### src/rtl/mux4_rr_arbiter_if.sv
// Bus for the 4:1 round-robin arbiter: requester side plus valid/ready output channel.
// The lock vector is present only when ARB_LOCK_EN is defined.
interface mux4_rr_arbiter_if #(
  parameter int unsigned DATA_W = 8
);
  logic [3:0]          req;
  logic [4*DATA_W-1:0] data_in;
  logic                out_ready;
  logic                out_valid;
  logic [DATA_W-1:0]   out_data;
  logic [3:0]          gnt;
  logic [1:0]          sel;
`ifdef ARB_LOCK_EN
  logic [3:0]          lock;

  modport master (
    input  req, data_in, out_ready, lock,
    output out_valid, out_data, gnt, sel
  );

  modport slave (
    output req, data_in, out_ready, lock,
    input  out_valid, out_data, gnt, sel
  );
`else
  modport master (
    input  req, data_in, out_ready,
    output out_valid, out_data, gnt, sel
  );

  modport slave (
    output req, data_in, out_ready,
    input  out_valid, out_data, gnt, sel
  );
`endif
endinterface

### src/rtl/mux4_rr_arbiter.sv
// Round-robin arbiter owning the 4:1 mux select, with a per-grant burst limit.
// Optional ARB_LOCK_EN: a locked grantee keeps its grant past the burst limit.
module mux4_rr_arbiter #(
  parameter int unsigned DATA_W    = 8,
  parameter int unsigned MAX_BURST = 4
) (
  input logic               clk,
  input logic               rst,
  mux4_rr_arbiter_if.master bus
);

  localparam int unsigned    CW   = $clog2(MAX_BURST + 1);
  localparam logic [CW-1:0]  LAST = CW'(MAX_BURST - 1);

  typedef enum logic {IDLE, GRANT} state_t;

  state_t        state, state_nx;
  logic [1:0]    sel, sel_nx;
  logic [1:0]    ptr, ptr_nx;
  logic [3:0]    gnt, gnt_nx;
  logic [CW-1:0] beat_cnt, cnt_nx;

  logic          found;
  logic [1:0]    pick;
  logic [1:0]    cand;
  logic          hold;

  // Scan ptr, ptr+1, ... (mod 4) for the first active request.
  always_comb begin
    found = 1'b0;
    pick  = ptr;
    cand  = ptr;
    for (int unsigned i = 0; i < 4; i++) begin
      cand = ptr + 2'(i);
      if (!found && bus.req[cand]) begin
        found = 1'b1;
        pick  = cand;
      end
    end
  end

`ifdef ARB_LOCK_EN
  assign hold = bus.lock[sel];
`else
  assign hold = 1'b0;
`endif

  always_ff @(posedge clk or posedge rst) begin
    if (rst) begin
      state    <= IDLE;
      sel      <= '0;
      ptr      <= '0;
      gnt      <= '0;
      beat_cnt <= '0;
    end else begin
      state    <= state_nx;
      sel      <= sel_nx;
      ptr      <= ptr_nx;
      gnt      <= gnt_nx;
      beat_cnt <= cnt_nx;
    end
  end

  always_comb begin
    state_nx = state;
    sel_nx   = sel;
    ptr_nx   = ptr;
    gnt_nx   = gnt;
    cnt_nx   = beat_cnt;
    unique case (state)
      IDLE: begin
        if (found) begin
          state_nx = GRANT;
          sel_nx   = pick;
          gnt_nx   = 4'b0001 << pick;
          cnt_nx   = '0;
        end
      end
      GRANT: begin
        if (!bus.req[sel]) begin
          state_nx = IDLE;
          gnt_nx   = '0;
          ptr_nx   = sel + 2'd1;
        end else if (bus.out_ready) begin
          if (beat_cnt == LAST) begin
            // A locked grantee saturates at the last beat instead of releasing.
            if (!hold) begin
              state_nx = IDLE;
              gnt_nx   = '0;
              ptr_nx   = sel + 2'd1;
            end
          end else begin
            cnt_nx = beat_cnt + CW'(1);
          end
        end
      end
      default: begin
        state_nx = IDLE;
        gnt_nx   = '0;
      end
    endcase
  end

  always_comb begin
    bus.gnt       = gnt;
    bus.sel       = sel;
    bus.out_valid = (state == GRANT) && bus.req[sel];
    bus.out_data  = bus.data_in[sel*DATA_W +: DATA_W];
  end

endmodule

### src/flat_wrapper.sv
// flat-port wrapper written by rule: the top's interface ports become plain ports
module mux4_rr_arbiter_flat 
#(
  parameter int unsigned DATA_W    = 8,
  parameter int unsigned MAX_BURST = 4
)
  (clk, rst, bus_req, bus_data_in, bus_out_ready, bus_out_valid, bus_out_data, bus_gnt, bus_sel);
  mux4_rr_arbiter_if #(.DATA_W(DATA_W)) bus_i ();
  input logic clk;
  input logic rst;
  input wire logic [$bits(bus_i.req)-1:0] bus_req;
  input wire logic [$bits(bus_i.data_in)-1:0] bus_data_in;
  input wire logic [$bits(bus_i.out_ready)-1:0] bus_out_ready;
  output wire logic [$bits(bus_i.out_valid)-1:0] bus_out_valid;
  output wire logic [$bits(bus_i.out_data)-1:0] bus_out_data;
  output wire logic [$bits(bus_i.gnt)-1:0] bus_gnt;
  output wire logic [$bits(bus_i.sel)-1:0] bus_sel;
  assign bus_i.req = bus_req;
  assign bus_i.data_in = bus_data_in;
  assign bus_i.out_ready = bus_out_ready;
  assign bus_out_valid = bus_i.out_valid;
  assign bus_out_data = bus_i.out_data;
  assign bus_gnt = bus_i.gnt;
  assign bus_sel = bus_i.sel;
  mux4_rr_arbiter #(.DATA_W(DATA_W), .MAX_BURST(MAX_BURST)) u_core (.clk(clk), .rst(rst), .bus(bus_i));
endmodule
### config.mk
export PLATFORM = sky130hd
export DESIGN_NAME = mux4_rr_arbiter_flat
export DESIGN_NICKNAME = d
export VERILOG_FILES = /design/src/rtl/mux4_rr_arbiter_if.sv /design/src/rtl/mux4_rr_arbiter.sv /design/src/flat_wrapper.sv
export SDC_FILE = /design/constraint.sdc
export NUM_CORES = 1
export LEC_CHECK = 0
export CORE_ASPECT_RATIO = 0.75
export CORE_MARGIN = 2
export CORE_UTILIZATION = 32
export DETAILED_ROUTE_END_ITERATION = 10
export PLACE_DENSITY = 0.75
export SLEW_MARGIN = 20
export SYNTH_ARGS = -nofsm -noshare
export SYNTH_HDL_FRONTEND = slang
export SYNTH_SLANG_ARGS = --single-unit
### constraint.sdc
create_clock -name clk -period 1.6 [get_ports clk]
set_input_delay 0.16 -clock clk [delete_from_list [all_inputs] [get_ports clk]]
set_output_delay 0.16 -clock clk [all_outputs]
set_load 0.02 [all_outputs]
==> flow_summary.toml <==
[pwr]
swShare_pct = 41.6
p_leak_uw = 0.000688
p_comb_share_pct = 72.8
seqPwrFrac_pct = 19.9
pwr-share-clk_pct = 7.4
ir_drop_mv = 0.909
p_switching_uw = 1140
p_per_area_mw_per_mm2 = 1710
p_int_uw = 1600

[clocking]
cts.sinks = 12
hold_buffers = 0
path_clk_slew_ns = 0.08
cts_tree = "built"
h-tree-depth = 1
clk-insertion-delay-late_ns = 0.28
numCtsBuffers = 3
clock_path_buffers = 2
clockRootBuffer = "clkbuf_4"

[floorplanning]
ios = 54
die_x_um = 62.9
num_rows = 15
start_util_pct = 35.0
die_y_um = 48.2
die_area_mm2 = 0.00303
core_mm2 = 0.00238

[finish]
drive_gt1_share_pct = 35.6
diodes = 0
nets = 188
syn_to_final_growth_pct = 92.0

[setup_path]
cp-end-kind = "flop"
crit_fanout = 4
start_kind = "flop"
path_class = "flop to flop"
required_ns = 1.76
r2r_setup_slack_ns = -0.17
arrival_ns = 1.93

[yosys]
async_reset_ff_share_pct = 100
ys.flop_type = "dfrtp_1"
synth_most_common_cell = "dfrtp_1"
yosys-top-cells-count = "dfrtp_1 (12), mux4_2 (9), o21ai_0 (7)"
synth_seq_cells = 12
synth-edff-count = 0
syn-mean-instance-area_um2 = 11.6
syn-num-nets = 113
synth_area_um2 = 833
syn_inst = 72
synth_top_area_share_pct = 36.0
netlist_top_cells_area = "dfrtp_1 (36%), mux4_2 (24%), o21ai_0 (4.2%)"
yosys_warnings = 0
synth_area_leader_cell = "dfrtp_1"
synth_cell_type_count = 27
yosysSeqAreaShare_pct = 36.0

[run_status]
violations = "setup timing"
status = "complete, but fails checks"

[place]
pre_cts_slack_ns = -0.381
hpwl_mm = 2.28
routabilityCongestion = 0.782
portBuffers = 53

[timing]
min_period_ns = 1.77
setup_slack_ns = -0.165
rsz0062_at_grt = "true"
maxSlewViolCount = 0
worst_slew_pin_slew_ns = 0.470
post-route-period-util_pct = 110
clock_skew_ns = 0.0109
fmax_mhz = 566
holdWs_ns = 0.183
max-slew-margin-rel_pct = 68.6
final_hold_viol_count = 0
setup_viol = 18

[routing]
drt-pass1-iter-count = 4
drtAntennaViolNets = 0
routed_wl_mm = 2.94
vias = 898
first_iter_violations = 38
post-route-drc-count = 0
via_per_inst = 4.99
avgRoutedWirePerCell_um = 16.3

[global_route]
grt_max_degree = 13
gr-total-overflow = 0
grt_pass1_wl_mm = 4.54
grt_pass1_vias = 898
grt_antenna_before_repair = 0
grt_usage_pct = 20.1

[run]
cap_violations = 0

[min_path]
hp-class = "input pin to async pin"
-- stage by stage --
| step | instance area [µm²] | cells | power (µW) | setup TNS [ns] | util (%) |
|---|---|---|---|---|---|
| after floorplan | 835 | 72 | 1510 | -0.256 | - |
| after global placement | 1510 | 170 | 2280 | -3.66 | 63.3 |
| after detailed placement | 1510 | 170 | 2330 | -4.17 | 63.3 |
| after CTS | 1570 | 180 | 2630 | -1.92 | 65.9 |
| after global routing | 1600 | 180 | 2890 | -3.20 | 67.1 |
| final | 1600 | 180 | 2730 | -2.01 | 67.1 |
-- registers in the layout, summed over array words and instances, names as in the netlist --
name,cells
u_core.state,1
u_core.beat_cnt,3
u_core.ptr,2
u_core.bus.gnt,4
u_core.bus.sel,2
-- placed cells by master, fill, tap and decap left out, drive strengths merged --
cell,synthesis,final
nand4b,1,1
mux4,9,9
or4,1,1
and2,2,2
clkdlybuf4s50,0,42
ha,2,2
nor2b,3,3
a21oi,5,5
dlygate4sd2,0,2
xor2,1,1
o21ai,7,7
a21o,3,3
clkbuf,1,4
a21bo,1,1
and3b,1,1
nor2,3,3
inv,4,4
a2bb2o,1,1
o221ai,1,1
nor3,1,1
nand2,4,4
buf,1,28
a22o,2,2
o2bb2ai,1,1
o221a,1,1
dfrtp,12,12
nand3,4,4
-- metal layers --
metal / global-route usage [%] / wire length [µm] / vias up
met5: 0 / 0 / -
met4: 3.56 / 8 / 0
met3: 3.93 / 69 / 2
met2: 36.2 / 1530 / 14
met1: 26.5 / 1330 / 450
li1: - / - / 432
-- worst max-delay path: stages (launching register included) --
cell and delay (ns):
dfrtp_2 0.39, mux4_2 0.54, buf_6 0.14, a21bo_4 0.20, and2_4 0.17, a22o_1 0.21
-- final cells by class --
type                            instances  area, µm²
Multi-Input combinational cell         54        543
Clock buffer                            4       26.3
Sequential cell                        12        302
Timing Repair Buffer                   72        672
Tap cell                               34       42.5
Inverter                                4       15.0
Fill cell                             185        783
-- power groups by stage --
stage	clock, µW	combinational (µW)	sequential, µW
after CTS	204	1890	535
final	201	1990	543
after global routing	225	2100	560
after global placement	0	1740	542
after detailed placement	0	1790	542
after floorplan	0	882	626
-- worst paths after layout --
check,startpoint,end,cells past startpoint
worst max-delay path,u_core.bus.sel[0],u_core.bus.gnt[2],5
worst min-delay path,rst,u_core.ptr[1],2
worst max register to register,u_core.bus.sel[0],u_core.bus.gnt[2],5
worst min register to register,u_core.beat_cnt[0],u_core.beat_cnt[0],1
max in group asynchronous,rst,u_core.bus.sel[0],2
min in group clk,u_core.beat_cnt[0],u_core.beat_cnt[0],1
-- cells by family (layout without fill, tap and decap cells) --
kind of cell	Yosys count	count (layout)	synth area share, %
XOR/XNOR	1	1	1.05
adder cells (fa/ha/maj)	2	2	3.00
flip-flops	12	12	36.0
multiplexers	9	9	24.3
AND/OR/NAND/NOR	20	20	13.2
AO/OA/AOI/OAI	22	22	19.5
buffers and inverters	6	80	2.85
-- repair_timing --
| item | 4_1_cts | 5_1_grt |
|---|---|---|
| buffers inserted | 5 | 1 |
| setup endpoints to repair | 15 | 20 |
| gates cloned | 1 | 0 |
| pin swaps | 7 | 5 |
| resized for setup | 45 | 12 |
Power figures use the tool's default switching activity.
